## src/rtl/cd_cfg_master.sv

```systemverilog
// Configuration-bus initiator: buffers write requests and issues each one
// over a four-phase c_valid/c_ready handshake to a possibly asynchronous responder.
module cd_cfg_master #(
  parameter int WIDTH_CONFIG_ADDR = 4,
  parameter int WIDTH_CONFIG_DATA = 16,
  parameter int FIFO_DEPTH        = 4,
  parameter int TIMEOUT           = 1023
) (
  input  logic                         clk,
  input  logic                         rst_n,
  input  logic                         req_valid,
  input  logic [WIDTH_CONFIG_ADDR-1:0] req_addr,
  input  logic [WIDTH_CONFIG_DATA-1:0] req_data,
  output logic                         req_ready,
  output logic [WIDTH_CONFIG_ADDR-1:0] c_addr,
  output logic [WIDTH_CONFIG_DATA-1:0] c_data,
  output logic                         c_valid,
  input  logic                         c_ready,
  output logic                         busy,
  output logic                         done,
  output logic                         err_timeout,
  input  logic                         err_clr
);

  localparam int AW = WIDTH_CONFIG_ADDR;
  localparam int DW = WIDTH_CONFIG_DATA;
  localparam int PW = $clog2(FIFO_DEPTH);
  localparam int TW = $clog2(TIMEOUT + 1);
  localparam logic [PW:0]   FULL = (PW+1)'(FIFO_DEPTH);
  localparam logic [PW:0]   CNT1 = (PW+1)'(1);
  localparam logic [PW-1:0] PTR1 = PW'(1);
  localparam logic [TW-1:0] TMAX = TW'(TIMEOUT);
  localparam logic [TW-1:0] TIM1 = TW'(1);

  typedef enum logic [1:0] {IDLE, REQ, ACKW} state_t;

  logic [AW+DW-1:0] mem [FIFO_DEPTH];
  logic [PW-1:0]    wptr;
  logic [PW-1:0]    rptr;
  logic [PW:0]      count;
  logic             push;
  logic             pop;
  logic [AW-1:0]    head_addr;
  logic [DW-1:0]    head_data;
  logic             sync1;
  logic             rdy_s;
  state_t           state;
  logic [TW-1:0]    timer;
  logic             tmo;

  assign req_ready = (count != FULL);
  assign push      = req_valid & req_ready;
  assign pop       = (state == IDLE) && (count != '0);
  assign busy      = (count != '0) || (state != IDLE);
  assign {head_addr, head_data} = mem[rptr];

  always_ff @(posedge clk) begin
    if (push) mem[wptr] <= {req_addr, req_data};
  end

  always_ff @(posedge clk or negedge rst_n) begin
    if (!rst_n) begin
      wptr  <= '0;
      rptr  <= '0;
      count <= '0;
    end else begin
      if (push) wptr <= wptr + PTR1;
      if (pop)  rptr <= rptr + PTR1;
      unique case ({push, pop})
        2'b10:   count <= count + CNT1;
        2'b01:   count <= count - CNT1;
        default: ;
      endcase
    end
  end

  // c_ready may come from another clock domain
  always_ff @(posedge clk or negedge rst_n) begin
    if (!rst_n) begin
      sync1 <= 1'b0;
      rdy_s <= 1'b0;
    end else begin
      sync1 <= c_ready;
      rdy_s <= sync1;
    end
  end

  always_ff @(posedge clk or negedge rst_n) begin
    if (!rst_n) begin
      state       <= IDLE;
      c_valid     <= 1'b0;
      c_addr      <= '0;
      c_data      <= '0;
      timer       <= '0;
      tmo         <= 1'b0;
      done        <= 1'b0;
      err_timeout <= 1'b0;
    end else begin
      done <= 1'b0;
      // a timeout set later in this block overrides the clear
      if (err_clr) err_timeout <= 1'b0;
      unique case (state)
        IDLE: begin
          if (pop) begin
            c_addr  <= head_addr;
            c_data  <= head_data;
            c_valid <= 1'b1;
            timer   <= '0;
            tmo     <= 1'b0;
            state   <= REQ;
          end
        end
        REQ: begin
          if (rdy_s) begin
            c_valid <= 1'b0;
            timer   <= '0;
            state   <= ACKW;
          end else if (timer == TMAX) begin
            c_valid     <= 1'b0;
            err_timeout <= 1'b1;
            tmo         <= 1'b1;
            timer       <= '0;
            state       <= ACKW;
          end else begin
            timer <= timer + TIM1;
          end
        end
        ACKW: begin
          if (!rdy_s) begin
            done  <= ~tmo;
            state <= IDLE;
          end else if (timer == TMAX) begin
            err_timeout <= 1'b1;
            state       <= IDLE;
          end else begin
            timer <= timer + TIM1;
          end
        end
        default: state <= IDLE;
      endcase
    end
  end

endmodule

```

## config.mk

```make
export PLATFORM = sky130hd
export DESIGN_NAME = cd_cfg_master
export DESIGN_NICKNAME = d
export VERILOG_FILES = /design/src/rtl/cd_cfg_master.sv
export SDC_FILE = /design/constraint.sdc
export NUM_CORES = 1
export LEC_CHECK = 0
export ABC_AREA = 1
export BUFFER_PORTS_ARGS = -buffer_cell sky130_fd_sc_hd__buf_2
export CAP_MARGIN = 0
export CORE_ASPECT_RATIO = 0.8
export CORE_MARGIN = 5
export CORE_UTILIZATION = 43
export DETAILED_ROUTE_END_ITERATION = 7
export GPL_TIMING_DRIVEN = 0
export SETUP_SLACK_MARGIN = 0.2
export SLEW_MARGIN = 15
export SYNTH_ARGS = -nofsm -noshare
export SYNTH_HDL_FRONTEND = slang
export SYNTH_SLANG_ARGS = --single-unit
export TNS_END_PERCENT = 5
```

## constraint.sdc

```tcl
create_clock -name clk -period 4.6 [get_ports clk]
set_clock_uncertainty 0.05 [all_clocks]
set_input_delay 0.46 -clock clk [delete_from_list [all_inputs] [get_ports clk]]
set_output_delay 0.46 -clock clk [all_outputs]
set_load 0.1 [all_outputs]
```

### Word level (Yosys, flattened, before mapping)

Memory sizes are Yosys's and may differ from the RTL's. A register that Yosys moved wholly into a read port is not among the register bits.
Index checks and enable logic that the tools add are counted.

* bits in registers: 25
* bits in latches: 0
* bits in writable memories: 80
* memory bits (read-only): 0
* input bits: 25
* output and inout port bits: 25
* word-level logic and storage cells: 76
* memories: 1

Memory list
* mem: depth 4, width 20, read ports 1, clocked after Yosys merged registers in 1, write ports 1, line 37 `logic [AW+DW-1:0] mem [FIFO_DEPTH];`

* $add $sub $neg: 5
* multipliers: 0
* div/mod/pow operators: 0
* $lt $le $gt $ge: 0
* eq/ne operators: 13
* shift-type cells: 0
* mux-type cells: 30
* bitwise logic cells: 2
* reductions and logical operators: 14

Operator list (number)
* two-way mux 10 bit: 5
* one-hot mux 10 bit (3 select lines): 1
* two-way mux 1 bit: 14
* adder 10 x 1 -> 10 bit, second input constant: 1
* equality test 10 bit, second input constant: 1
* two-way mux 2 bit: 5
* != test 2 bit, second input constant: 5
* != test 3 bit, second input constant: 3
* AND reduction 4 bit: 2
* one-hot mux 1 bit (2 select lines): 3
* one-hot mux 2 bit (3 select lines): 1
* one-hot mux 3 bit (2 select lines): 1
* AND reduction 3 bit: 2
* nonzero test 2 bit: 3
* nonzero test 3 bit: 2
* adder 2 x 1 -> 2 bit, second input constant: 2
* equality test 2 x 1 -> 1 bit, second input constant: 2
* equality test 2 bit, second input constant: 2
* adder 3 x 1 -> 3 bit, second input constant: 1
* subtractor 3 x 1 -> 3 bit, second input constant: 1
* zero test 2 bit: 1
* AND reduction 2 bit: 1
* AND 1 bit: 1
* logical AND 1 bit: 1
* other kinds (3): 3

### Logic depth before layout (Yosys ltp)

Gate-level depths: netlist (run 1).

* depth after elaboration: 4
* gate-level depth with buffers: 11
* depth with buffers taken out: 10

### Worst setup path before layout (run 1)

OpenSTA, ideal clock, no wires.

* path kind: flip-flop to flip-flop
* start: register count[0]
* end: memory mem[0][0] in the netlist's numbering (enable)
* library setup time: 0.397 ns
* data arrival time: 2.390 ns
* required time: 4.153 ns
* setup slack: 1.764 ns
* cell stages (with the launch flop): 5
* buffers on the path: 0
* clock period less this slack: 2.836 ns
* cell sequence: dfrtp_1 -> nor2_2 -> nand2_1 -> nand2_1 -> nor2_1

* word-level cells in the longest chain between the ends: 4

Ends and longest elaborated chain
* from (decl): line 40 `logic [PW:0] count;`
* from (signal assigned): line 70 `2'b10: count <= count + CNT1;`
* from (signal assigned): line 71 `2'b01: count <= count - CNT1;`
* != test 3 bit: line 51 `assign req_ready = (count != FULL);`
* named net req_ready: line 14 `output logic req_ready,`
* AND 1 bit: line 52 `assign push = req_valid & req_ready;`
* two-way mux 1 bit: line 58 `if (push) mem[wptr] <= {req_addr, req_data};`
* two-way mux 1 bit (not written as such): line 58
* to (decl): line 37

The timed path passes the listed nets, and every way through them passes these cells.

### Worst setup path in the final report (run 1)

* start: register state[0]
* end: register count[2]

* word-level cells in the longest chain between the ends: 4
* elaborated cells on any way between the ends: 6
* classes of those cells: eq/ne (2); mux (1); reduce/logical (3)

Ends and longest elaborated chain
* from (decl): line 47 `state_t state;`
* from (signal assigned): line 90 `state <= IDLE;`
* from (signal assigned): line 110 `state <= REQ;`
* from (signal assigned): line 117 `state <= ACKW;`
* zero test 2 bit (*): line 53 `assign pop = (state == IDLE) && (count != '0);`
* logical AND 1 bit (*): line 53
* named net pop: line 42 `logic pop;`
* equality test 2 x 1 -> 1 bit / equality test 2 bit (equally long branches): line 69 `unique case ({push, pop})`
* one-hot mux 3 bit (2 select lines) / nonzero test 2 bit (equally long branches)

Mark *: on every way through the listed nets, which the timed path passes. The rest lies on a longest branch.
A chain may end at the register's enable or synchronous reset.

==> results.cfg, run 1 <==
[run_status]
outcome = complete, no violations

[clock_tree]
tritoncts = yes
root_buffer = clkbuf_16
numCtsBuffers = 17
cts_resized = 0
htree_levels = 4
post_cts_buffers = 0
clock_path_buffers = 2
clk_latency_ns = 0.41
clock-sinks = 125
hold_buffers = 0
clkTransAtPathRegs_ns = 0.06

[sta]
rsz0062_at_grt = no
drv_slew = 0
worst_pin_slew_ns = 0.725
fin_hold_ws_ns = 0.0164
hold_violations = 0
setup_viol = 0
slew_headroom_pct = 51.6
fin_crit_sh_pct = 53.6
period_needed_ns = 2.46
setup_ws_ns = 2.14
tns_ns = 0
max_freq_ghz = 0.406

[power]
peakVddDrop_mv = 0.393
leakage_nw = 2.60
power_density_mw_per_mm2 = 816

[global_route]
grt_pass1_vias = 3618
grt_remaining_overflow = 0
grt_start_max_net_pins = 46
globalRouteTotalUtil_pct = 17.2
grt_pass1_wl_mm = 18.7
antenna_found_initial = 0

[routing]
ant_nets = 0
dr.pass1.iters = 5
wl_mm = 11.6
drt-initial-drc-count = 312
vias_per_cell = 4.95
wl_per_cell_um = 16.1
drcViolationCount = 0
vias = 3586

[synthesis]
synth.top_cells.by_area = edfxtp_1 45%, dfrtp_1 21%, nor2_1 8.2%, nand2_1 4.5%, o21ai_0 4.2%
synth_edf_count = 80
synth-seq-cells = 125
syn_area_per_cell_um2 = 10.8
syn-num-nets = 526
async_flop_share_pct = 36.0
post-synth-top-count-cell = nor2_1
netlist_area_mm2 = 0.00529
ys.flop_type = edfxtp_1
syn_inst = 490
yosysSeqAreaShare_pct = 66.7
yosysTopAreaCell = edfxtp_1
ys_types = 31
ys_warn_count = 0
yosys.area.top_type_share_pct = 45.4
synth_common_cells = 115 x nor2_1, 80 x edfxtp_1, 64 x nand2_1, 45 x dfrtp_1, 44 x o21ai_0

[place]
pre_cts_slack_ns = 2.12
routabilityCongestion = 0.795
io_buffers = 49
place_hpwl_mm = 7.34
placed_cells = 692

[critical_path]
path_delay_family = adder cells
cp_max_fo = 10
crit_buf_inv = 4
critPathArrivalTime_ns = 2.70
critPathKind = reg -> reg
crit_chain = inv_1, ha_1, nand2_1, inv_2, buf_2, ha_1, inv_1, fa_1, a21oi_1, o21ai_0, xor2_1
endpoint_kind = register
required_ns = 4.84
critPathMaxStageDelay_ns = 0.42
setup.worst_path.start_class = register
cpMaxStageDelayCell = dfrtp_1

[floorplanning]
num_rows = 36
start_util_pct = 43.7
dieWidth_um = 134
pin_count = 50
core_mm2 = 0.0121
fp.dieArea_mm2 = 0.0146
die_y_um = 109

[run]
maxCapViolCount = 0

[final_layout]
areaGrowthSynthToFinish_pct = 21.2
post_route_cells_drive_above_1_share_pct = 20.8
nFillCells = 1063
final_cells = 724
antennaDiodeCount = 0
final_nets = 595

[min_path]
min_path_type = in -> async
-- metrics by stage --
stage          instance area, um2  power [mW]  utilization (%)
3_5_place_dp                 5770        3.82             47.6
3_3_place_gp                 5730        3.75             47.3
5_1_grt                      6420        5.54             53.0
6_report                     6420        5.24             53.0
4_1_cts                      6420        5.29             53.0
2_1_floorplan                5290        3.27                -
-- final timing paths --
kind / start / endpoint / slack, ns / depth (start not counted)
min in group clk: c_ready / sync1 / 0.11 / 1
setup reg to reg: state[0] / count[2] / 2.14 / 11
hold reg to reg: sync1 / rdy_s / 0.30 / 0
hold / removal: rst_n / count[0] / 0.02 / 1
max in group asynchronous: rst_n / c_data[2] / 4.05 / 1
setup / recovery: state[0] / count[2] / 2.14 / 11
-- report_power, final --
group	switching [mW]	leakage (nW)	total (mW)	internal, mW
Clock	0.493	0.308	1.46	0.966
Combinational	1.68	1.02	2.15	0.476
Sequential	0.118	1.28	1.63	1.51
-- worst reg2reg max path, cell delays in order, from the launching register on --
cell and delay, ns:
dfrtp_1 0.42, inv_1 0.10, ha_1 0.19, nand2_1 0.14, inv_2 0.16, buf_2 0.27
ha_1 0.19, inv_1 0.06, fa_1 0.37, a21oi_1 0.14, o21ai_0 0.11, xor2_1 0.15
-- registers in the layout, summed over array words and instances (netlist names), 2 cells and up --
name	flops
timer	10
mem	80
count	3
state	2
rptr	2
c_addr	4
c_data	16
wptr	2
-- placed cells by master, fill, tap and decap left out --
cell / count
inv_2: 3
a21oi_2: 2
buf_2: 57
clkinv_1: 1
nand3_1: 12
o21ai_1: 8
clkbuf_2: 1
nor3_2: 1
nand4_2: 1
nor2_4: 5
a21oi_1: 3
clkinv_4: 3
clkbuf_16: 17
dfrtp_1: 45
buf_8: 1
inv_6: 2
o21ai_2: 1
nand3_2: 5
buf_6: 1
clkbuf_1: 9
xor2_1: 5
clkinv_2: 1
clkinvlp_4: 2
o21ai_0: 44
fa_1: 1
nand4_1: 3
edfxtp_1: 80
nand2_1: 64
nor3_1: 1
nor2_2: 4
buf_1: 1
xnor2_1: 1
a31oi_1: 20
ha_1: 10
buf_4: 1
nand2_2: 6
nor2_1: 111
bufinv_16: 5
inv_1: 34
-- kinds of logic (layout without fill, tap and decap cells) --
| logic type | Yosys count | after routing | synth area share, % |
|---|---|---|---|
| flops | 125 | 125 | 66.7 |
| simple gates | 213 | 213 | 17.1 |
| fa+ha+maj | 11 | 11 | 2.74 |
| xor+xnor | 6 | 6 | 0.993 |
| buf+inv | 57 | 139 | 4.42 |
| compound gates | 78 | 78 | 8.06 |
-- layer usage --
layer | vias up | routed length, um | track usage (%)
li1 | 1794 | - | -
met1 | 1695 | 5330 | 22.4
met2 | 89 | 5560 | 28.2
met3 | 8 | 658 | 4.24
met4 | 0 | 88 | 6.40
met5 | - | 0 | 0
-- area by class of cell --
cell class | count | area [um2] | area share, %
Buffer | 19 | 91.3 | 1.42
Clock buffer | 19 | 433 | 6.74
Clock inverter | 13 | 214 | 3.33
Inverter | 38 | 143 | 2.22
Multi-Input combinational cell | 308 | 1560 | 24.2
Sequential cell | 125 | 3530 | 55.0
Tap cell | 152 | 190 | 2.96
Timing Repair Buffer | 50 | 263 | 4.09
No activity file was read; power rests on OpenSTA's default activity.
==> run 2: changes to the inputs <==
Clock period 4.6 ns to 2.5 ns, I/O delays scaled along.
==> run 2 against run 1 <==
Compared with the run above: global-route usage decreased by 0.074 points; critical path depth unchanged; via count increased by 2.6%; routed wire length increased by 2.1%; count of clock-buffer cells in the layout decreased by 2; die area unchanged; sequential power increased by 83%; cell count increased by 2.6%; first-iteration DRC count decreased by 21%; sequential share of layout area decreased by 1.4 points; clock power increased by 74%; non-clock buffer count increased by 19; largest cell class unchanged.
==> results.cfg, run 2 (synthesis results as in run 1) <==
[run_status]
outcome = complete, no violations

[sta]
fin_crit_sh_pct = 85.5
setup_viol = 0
worst_pin_slew_ns = 0.725
max_freq_ghz = 0.468
drv_slew = 0
rsz0062_at_grt = no
fin_hold_ws_ns = 0.0267
period_needed_ns = 2.14
tns_ns = 0
setup_ws_ns = 0.361
hold_violations = 0
slew_headroom_pct = 51.6

[routing]
drcViolationCount = 0
drt-initial-drc-count = 247
wl_mm = 11.9
wl_per_cell_um = 16.0
vias_per_cell = 4.95
dr.pass1.iters = 4
ant_nets = 0
vias = 3681

[min_path]
hp-start = req_data[15]
min_path_type = in -> reg
hold_depth = 1

[place]
io_buffers = 49
pre_cts_slack_ns = 0.0565
routabilityCongestion = 0.820
placed_cells = 691
place_hpwl_mm = 7.23

[critical_path]
path_common_cell = inv_1
critPathKind = reg -> reg
cp_max_fo = 10
critPathArrivalTime_ns = 2.38
endpoint_kind = register
setup.worst_path.start_class = register
path_delay_family = adder cells
r2r_start = state[0]
cp-startpoint = state[0]
cpMaxStageDelayCell = dfrtp_1
crit_buf_inv = 4
crit_chain = inv_1, ha_2, nand2_2, inv_2, buf_6, ha_1, inv_1, fa_1, a21oi_1, o21ai_1, xor2_1
reg2reg_depth = 11
required_ns = 2.74
critPathMaxStageDelay_ns = 0.40
critical_path_cell_count = 11

[clock_tree]
htree_levels = 4
clock-sinks = 125
root_buffer = clkbuf_16
tritoncts = yes
clock_path_buffers = 2
numCtsBuffers = 17
clk_latency_ns = 0.41
clkTransAtPathRegs_ns = 0.06

[final_layout]
regMostFlops = mem
post_route_cells_drive_above_1_share_pct = 21.8
areaGrowthSynthToFinish_pct = 24.4
layout_common_cells = 111 x nor2_1, 80 x edfxtp_1, 61 x nand2_1
largest_reg_flops = 80
top_regs = mem x80, c_data x16, timer x10
antennaDiodeCount = 0
final_common_cell = nor2_1
final_cells = 743
final_nets = 614

[power]
leakage_nw = 2.67
peakVddDrop_mv = 0.843
power_density_mw_per_mm2 = 1460
total_power_mw = 9.63

[global_route]
grt_pass1_wl_mm = 18.7
globalRouteTotalUtil_pct = 17.1
grt_start_max_net_pins = 46
antenna_found_initial = 0
grt_pass1_vias = 3563
grt_remaining_overflow = 0

[floorplanning]
dieWidth_um = 134
fp.dieArea_mm2 = 0.0146
core_mm2 = 0.0121
pin_count = 50
die_y_um = 109
num_rows = 36
start_util_pct = 43.7

[run]
maxCapViolCount = 0
## run 2: changes by cell type in the layout (fill, tap and decap cells not counted), moves of 3 or more
cell,delta
dlygate4sd3_1,+15
inv_6,+3
nand2_1,-3
buf_4,+5
## run 2: worst paths after layout
path / endpoint / slack [ns]
worst max-delay path: count[2] / 0.36
worst min-delay path: mem[1][15] / 0.03
worst max register to register: count[2] / 0.36
worst min register to register: rdy_s / 0.32
max in group asynchronous: c_addr[1] / 1.62
min in group asynchronous: done / 0.36
## run 2: per-stage QoR
step	instance area, um2	util (%)
floorplan	5310	-
global placement	5750	47.4
detailed placement	5760	47.6
CTS	6510	53.7
global route	6590	54.4
finish	6590	54.4
## run 2: metal layers
layer | wire length (um) | up-vias | global-route usage, %
li1 | - | 1824 | -
met1 | 5520 | 1771 | 21.8
met2 | 5710 | 78 | 27.8
met3 | 547 | 8 | 5.95
met4 | 100 | 0 | 5.23
met5 | 0 | - | 0
## run 2: what timing repair did
action | CTS | global route
endpoints found under the setup margin | 1 | 1
resized for setup | 2 | 4
hold endpoints to repair | 45 | 47
hold buffers | 12 | 3
buffers inserted | 1 | 4
## run 2: cell type report
cell class,instances,area [um2]
sequential,125,3530
tap,152,190
buffer,19,97.6
multi-input combinational,308,1580
inverter,38,143
timing repair buffer,69,435
clock inverter,15,186
clock buffer,17,425
fill,1041,5530
## run 2: power breakdown
group	leakage (nW)	internal [mW]	switching, mW	total, mW
combinational	1.11	0.960	3.14	4.10
clock	0.287	1.58	0.958	2.54
sequential	1.28	2.78	0.218	2.99
